===== src/rtl/fetch_unit.sv =====
// YASAC instruction-fetch stage: fetch PC, instruction register, redirects and return-address stack.
// Optional halt-opcode freeze is compiled in with `define FETCH_HALT_EN.
module fetch_unit #(
  parameter int         RAS_DEPTH    = 4,
  parameter logic [7:0] RESET_VECTOR = 8'h00,
  parameter logic [4:0] HALT_OPCODE  = 5'h1F
) (
  input  logic        CLK,
  input  logic        RESET_N,
  input  logic        STALL,
  input  logic        BRANCH,
  input  logic        CALL,
  input  logic        RET,
  input  logic [7:0]  BRANCH_ADDR,
  output logic [7:0]  MEM_ADDRESS,
  input  logic [15:0] MEM_DATA,
  output logic [15:0] IR,
  output logic        IR_VALID,
  output logic [7:0]  PC,
  output logic        RAS_EMPTY,
  output logic        RAS_FULL,
  output logic        RAS_ERR,
  output logic        HALTED
);

  localparam int            CW       = $clog2(RAS_DEPTH + 1);
  localparam logic [CW-1:0] FULL_CNT = CW'(RAS_DEPTH);
  localparam logic [CW-1:0] ONE_CNT  = CW'(1);
  localparam logic [CW-1:0] ZERO_CNT = CW'(0);

  logic [7:0]    fpc_r, fpc_n_s;
  logic [15:0]   ir_r, ir_n_s;
  logic [7:0]    pc_r, pc_n_s;
  logic          ir_valid_r, ir_valid_n_s;
  logic [CW-1:0] ras_cnt_r, ras_cnt_n_s;
  logic          ras_err_r, ras_err_n_s;
  logic [7:0]    ras_mem_r [RAS_DEPTH];
  logic [7:0]    ras_top_s;
  logic [7:0]    push_val_s;
  logic          push_s;
  logic          ras_empty_s, ras_full_s;
  logic          halted_s;
  logic          do_ret_s, ret_err_s, do_call_s, do_branch_s;

  assign ras_empty_s = (ras_cnt_r == ZERO_CNT);
  assign ras_full_s  = (ras_cnt_r == FULL_CNT);
  assign push_val_s  = pc_r + 8'd1;

  // Redirects only act on a valid IR; RET outranks CALL, which outranks BRANCH.
  assign do_ret_s    = !halted_s && ir_valid_r && RET && !ras_empty_s;
  assign ret_err_s   = !halted_s && ir_valid_r && RET && ras_empty_s;
  assign do_call_s   = !halted_s && ir_valid_r && !RET && CALL;
  assign do_branch_s = !halted_s && ir_valid_r && !RET && !CALL && BRANCH;

  // Select the top-of-stack entry (AND-OR mux keyed on the live count).
  always_comb begin
    ras_top_s = 8'h00;
    for (int i = 0; i < RAS_DEPTH; i++) begin
      ras_top_s = ras_top_s | ({8{ras_cnt_r == CW'(i + 1)}} & ras_mem_r[i]);
    end
  end

  // Next-state decode for fetch PC, IR, PC, valid flag and RAS bookkeeping.
  always_comb begin
    fpc_n_s      = fpc_r;
    ir_n_s       = ir_r;
    pc_n_s       = pc_r;
    ir_valid_n_s = ir_valid_r;
    ras_cnt_n_s  = ras_cnt_r;
    ras_err_n_s  = ras_err_r;
    push_s       = 1'b0;
    if (halted_s) begin
      fpc_n_s = fpc_r;
    end else if (do_ret_s) begin
      ir_valid_n_s = 1'b0;
      fpc_n_s      = ras_top_s;
      ras_cnt_n_s  = ras_cnt_r - ONE_CNT;
    end else if (do_call_s) begin
      ir_valid_n_s = 1'b0;
      fpc_n_s      = BRANCH_ADDR;
      if (ras_full_s) begin
        ras_err_n_s = 1'b1;
      end else begin
        push_s      = 1'b1;
        ras_cnt_n_s = ras_cnt_r + ONE_CNT;
      end
    end else if (do_branch_s) begin
      ir_valid_n_s = 1'b0;
      fpc_n_s      = BRANCH_ADDR;
    end else if (STALL) begin
      fpc_n_s = fpc_r;
    end else begin
      ir_n_s       = MEM_DATA;
      pc_n_s       = fpc_r;
      ir_valid_n_s = 1'b1;
      fpc_n_s      = fpc_r + 8'd1;
    end
    // An underflowing RET falls through to the sequential/stall path above.
    if (ret_err_s) begin
      ras_err_n_s = 1'b1;
    end else begin
      ras_err_n_s = ras_err_n_s;
    end
  end

  // State registers, including the RAS storage array.
  always_ff @(posedge CLK) begin
    if (!RESET_N) begin
      fpc_r      <= RESET_VECTOR;
      ir_r       <= 16'h0000;
      pc_r       <= 8'h00;
      ir_valid_r <= 1'b0;
      ras_cnt_r  <= ZERO_CNT;
      ras_err_r  <= 1'b0;
      for (int i = 0; i < RAS_DEPTH; i++) begin
        ras_mem_r[i] <= 8'h00;
      end
    end else begin
      fpc_r      <= fpc_n_s;
      ir_r       <= ir_n_s;
      pc_r       <= pc_n_s;
      ir_valid_r <= ir_valid_n_s;
      ras_cnt_r  <= ras_cnt_n_s;
      ras_err_r  <= ras_err_n_s;
      for (int i = 0; i < RAS_DEPTH; i++) begin
        if (push_s && (ras_cnt_r == CW'(i))) begin
          ras_mem_r[i] <= push_val_s;
        end
      end
    end
  end

`ifdef FETCH_HALT_EN
  logic halted_r;
  logic halt_set_s;

  assign halt_set_s = ir_valid_r && (ir_r[15:11] == HALT_OPCODE);

  // Sticky halt flag; only reset releases the frozen fetch stage.
  always_ff @(posedge CLK) begin
    if (!RESET_N) begin
      halted_r <= 1'b0;
    end else if (halt_set_s) begin
      halted_r <= 1'b1;
    end else begin
      halted_r <= halted_r;
    end
  end

  assign halted_s = halted_r;
`else
  logic unused_halt_opcode_s;

  assign unused_halt_opcode_s = ^HALT_OPCODE;
  assign halted_s             = 1'b0;
`endif

  assign MEM_ADDRESS = fpc_r;
  assign IR          = ir_r;
  assign IR_VALID    = ir_valid_r;
  assign PC          = pc_r;
  assign RAS_EMPTY   = ras_empty_s;
  assign RAS_FULL    = ras_full_s;
  assign RAS_ERR     = ras_err_r;
  assign HALTED      = halted_s;

endmodule

===== config.mk =====
export PLATFORM = sky130hd
export DESIGN_NAME = fetch_unit
export DESIGN_NICKNAME = d
export VERILOG_FILES = /design/src/rtl/fetch_unit.sv
export SDC_FILE = /design/constraint.sdc
export NUM_CORES = 1
export LEC_CHECK = 0
export ABC_AREA = 0
export CAP_MARGIN = 20
export CORE_MARGIN = 3
export CORE_UTILIZATION = 45
export CTS_BUF_LIST = sky130_fd_sc_hd__clkbuf_4
export DETAILED_ROUTE_END_ITERATION = 10
export PLACE_DENSITY = 0.75
export SYNTH_ARGS = -nofsm -noshare
export SYNTH_HDL_FRONTEND = slang
export SYNTH_SLANG_ARGS = --single-unit

===== constraint.sdc =====
create_clock -name CLK -period 3.9 [get_ports CLK]
set_input_delay 0.78 -clock CLK [delete_from_list [all_inputs] [get_ports CLK]]
set_output_delay 0.78 -clock CLK [all_outputs]
set_load 0.02 [all_outputs]

==> impl_summary.log <==
[metrics] most common cell after layout, fill and taps aside: sky130_fd_sc_hd__clkdlybuf4s50_1
[metrics] post-DR wirelength/cell: 16.7 µm
[metrics] total number of vias: 2568
[metrics] Mean Syn Cell Area: 10.4 µm²
[metrics] combinational share of power: 0.189
[metrics] share of the cycle needed by the critical path after routing: 0.772
[metrics] Tot Pwr: 1.48 mW
[metrics] part of the Yosys area used for sequential elements: 0.527
[metrics] Worst Clk Skew: 14.3 ps
[metrics] count of synthesis-stage warnings from yosys: 0
[metrics] Post-CTS Hold Fix Bufs: 0
[metrics] synthesized instance count: 310
[metrics] 1st-pass router iterations: 5
[metrics] data arrival time at the worst-slack endpoint: 2230 ps
[metrics] number of antenna violations at the first check in global routing: 0
[metrics] number of global-route vias before repair: 2437
[metrics] internal power: 1.06 mW
[metrics] top area cells in the synthesized netlist: sky130_fd_sc_hd__edfxtp_1, sky130_fd_sc_hd__dfxtp_1, sky130_fd_sc_hd__mux2i_1, sky130_fd_sc_hd__nor2_1, sky130_fd_sc_hd__ha_1
[metrics] later-pin clock latency in the skew report: 400 ps
[metrics] Boundary Pins: 67
[metrics] TritonCTS buffer count: 9
[metrics] Std-Cell Rows: 30
[metrics] maximum number of pins on one net before global-route repair: 30
[metrics] clock sinks: 69
[metrics] antenna fix cells: 0
[metrics] CTS resizes: 0
[metrics] VDD IR max: 0.165 mV
[metrics] number of input and output port buffers inserted: 65
[metrics] Post-Route WL: 7.88 mm
[metrics] number of distinct library cell variants in the gate-level netlist after synthesis: 48
[metrics] dominant delay contributor by cell family on the critical path: buffers and inverters
[metrics] Yosys top cell by area: sky130_fd_sc_hd__edfxtp_1
[metrics] highest clock rate: 332 MHz
[metrics] min Tclk post-route: 3010 ps
[metrics] arithmetic-cell share of the synthesized area counting full adders, half adders and majority gates: 0.0310
[metrics] area enclosed by the die boundary: 8230 µm²
[metrics] worst slew pin tran: 696 ps
[metrics] fraction of final layout cells sized beyond drive strength 1: 0.0612
[metrics] initial core utilization: 0.470
[metrics] total global routing overflow: 0
[metrics] clock-pin slew of the registers on the worst-case setup and hold paths: 110 ps
[metrics] RSZ-0062 raised after global routing: no
[metrics] pwr dens: 368 nW/µm²
[metrics] worst path cell trace: inv_1 -> ha_1 -> and2_1 -> clkdlybuf4s50_1
[metrics] post-synth top area share: 0.297
[metrics] count of H-tree levels built during CTS: 3
[metrics] CP max stage cell: sky130_fd_sc_hd__clkdlybuf4s50_1
[metrics] post-detailed-route count of antenna-violating nets: 0
[metrics] all-layer global routing usage: 0.196
[metrics] post-layout instance count excluding filler cells: 472
[metrics] Core ar.: 6870 µm²
[metrics] count of buffering cells on the critical path with inverters included: 2
[metrics] Die W: 90.7 µm
[metrics] biggest cell delay along the critical path: 670 ps
[metrics] share of the synthesized netlist area taken by xor and xnor gates: 0.0271
[metrics] routed via count divided by cell count: 5.44
[metrics] total placed cells including tap cells: 457
[metrics] number of setup violations in the final report: 0
[metrics] Clock Tree Buf Depth: 2
[metrics] worst slew margin relative to its limit: 0.534
[metrics] residual DRC count: 0
[metrics] mux cell area share after synthesis: 0.0871
[metrics] switching part of the total power: 0.286
[metrics] run status: finished, final reports clean
[metrics] post-synthesis instance area: 3230 µm²
[metrics] master cell of the clock root buffer: sky130_fd_sc_hd__clkbuf_4
[metrics] total negative slack for setup checks: 0 ps
[metrics] Worst EP required: 3120 ps
[metrics] maxcap violations: 0
[metrics] number of register bits inferred by synthesis: 69
[metrics] part of the total power dissipated in the clock network: 0.245
[metrics] type of the worst setup path: flop to output pin
[metrics] top library cells by usage in the layout, fill and taps aside: sky130_fd_sc_hd__clkdlybuf4s50_1, sky130_fd_sc_hd__nor2_1, sky130_fd_sc_hd__dfxtp_1, sky130_fd_sc_hd__edfxtp_1, sky130_fd_sc_hd__mux2i_1
[metrics] CTS tree: done
[metrics] compound-cell area share of the yosys netlist: 0.127
[metrics] switching power: 0.425 mW
[metrics] sequential cell fraction of total power: 0.566
[metrics] Crit. End Element: output pin
[metrics] global-route wire length before repair: 12.8 mm
[metrics] Hold WC Path Type: flop to flop
[metrics] multi-input combinational cell area: 1400 µm²
[metrics] number of max-slew violations in the final report: 0
[metrics] fill cell instance count of the final layout: 611
[metrics] startpoint type of the worst setup path: flop
[metrics] largest fanout on the critical path: 8
[metrics] dominant combinational cell family by area after synthesis: simple AND/OR/NAND/NOR gates
[metrics] final weighted congestion in routability-driven placement: 0.828
[metrics] net count of the finished layout: 410
[metrics] post-synthesis net count: 348
[metrics] area fraction in and, or, nand and nor cells after synthesis: 0.160
[metrics] reported leakage power: 1.49 nW
[metrics] overall die height: 90.7 µm
[metrics] flip-flop and latch area: 1700 µm²
[metrics] setup repair bufs after CTS: 0
[metrics] HPWL after detailed placement: 5.73 mm
[metrics] area growth from synthesis to layout: 24.7%
[metrics] count of routing violations after the opening detailed-route iteration: 228
[metrics] Final Hold Viols: 0
==> state kept, by name, indices dropped and copies added (netlist names) <==
name,cells
IR,16
IR_VALID,1
MEM_ADDRESS,8
PC,8
RAS_ERR,1
ras_cnt_r,3
ras_mem_r,32
==> routing by layer <==
layer,GRT usage,part of all wire,vias up
met3,0.0342,0.052,16
met1,0.266,0.45,1236
li1,-,-,1237
met2,0.307,0.47,79
met4,0.0893,0.023,0
met5,0,0,-
==> worst paths after layout <==
path,from,to,slack [ps],cells after the start
max,ras_cnt_r[1],RAS_FULL,890,4
min,RAS_ERR,RAS_ERR,480,2
max reg2reg,ras_cnt_r[0],ras_mem_r[3][7],1420,6
min reg2reg,RAS_ERR,RAS_ERR,480,2
==> cells in the mapped netlist, drive strengths merged <==
library cell	instances
nor2	60
a311o	2
o31a	1
a32oi	1
o32ai	1
a31o	1
a21oi	3
o211ai	1
mux2i	27
dfxtp	37
a31oi	3
buf	7
nor3	3
o21ai	15
edfxtp	32
nand4b	1
nand2	12
inv	9
a22o	4
o2111a	2
nand3	12
a311oi	1
nand4	2
xnor2	6
ha	8
a211oi	4
xor2	4
nor2b	2
nand2b	2
or4	2
a22oi	11
nand3b	2
o21a	2
clkbuf	11
and2	3
o2111ai	1
and3	4
o211a	2
and4	1
conb	1
or3	4
mux2	1
or2	2
==> worst min-delay path: stages, from the launching register on <==
cell and delay, ps:
sky130_fd_sc_hd__dfxtp_1 340, sky130_fd_sc_hd__a31oi_1 40, sky130_fd_sc_hd__nor2_1 70
==> power groups by stage <==
stage,registers [mW],clock network (mW),logic (mW)
global placement,0.854,0,0.278
finish,0.840,0.364,0.281
CTS,0.840,0.368,0.283
global route,0.848,0.394,0.303
detailed placement,0.856,0,0.281
floorplan,0.873,0,0.139
==> area by class of cell <==
| type | instances | share of cell area |
|---|---|---|
| clock buffers | 10 | 0.0186 |
| multi-input cells | 214 | 0.347 |
| well taps | 96 | 0.0298 |
| flip-flops and latches | 69 | 0.422 |
| repair buffers | 69 | 0.169 |
| clock inverters | 5 | 0.00497 |
| inverters | 9 | 0.00838 |
==> cell families (layout without fill, tap and decap cells) <==
logic type / after synthesis / in the layout
xor+xnor: 10 / 10
other cells: 1 / 1
flops: 69 / 69
buf+inv: 27 / 93
simple gates: 112 / 112
mux: 28 / 28
fa+ha+maj: 8 / 8
compound gates: 55 / 55
==> stage by stage <==
| step | hold WS [ps] | util | cell area [µm²] | setup slack, ps |
|---|---|---|---|---|
| 2_1_floorplan | 546 | - | 3230 | 1850 |
| 3_3_place_gp | 453 | 0.573 | 3940 | 1130 |
| 3_5_place_dp | 467 | 0.573 | 3940 | 1060 |
| 4_1_cts | 492 | 0.587 | 4030 | 859 |
| 5_1_grt | 537 | 0.587 | 4030 | 778 |
| 6_report | 483 | 0.587 | 4030 | 890 |
(Power assumes the default switching activity.)
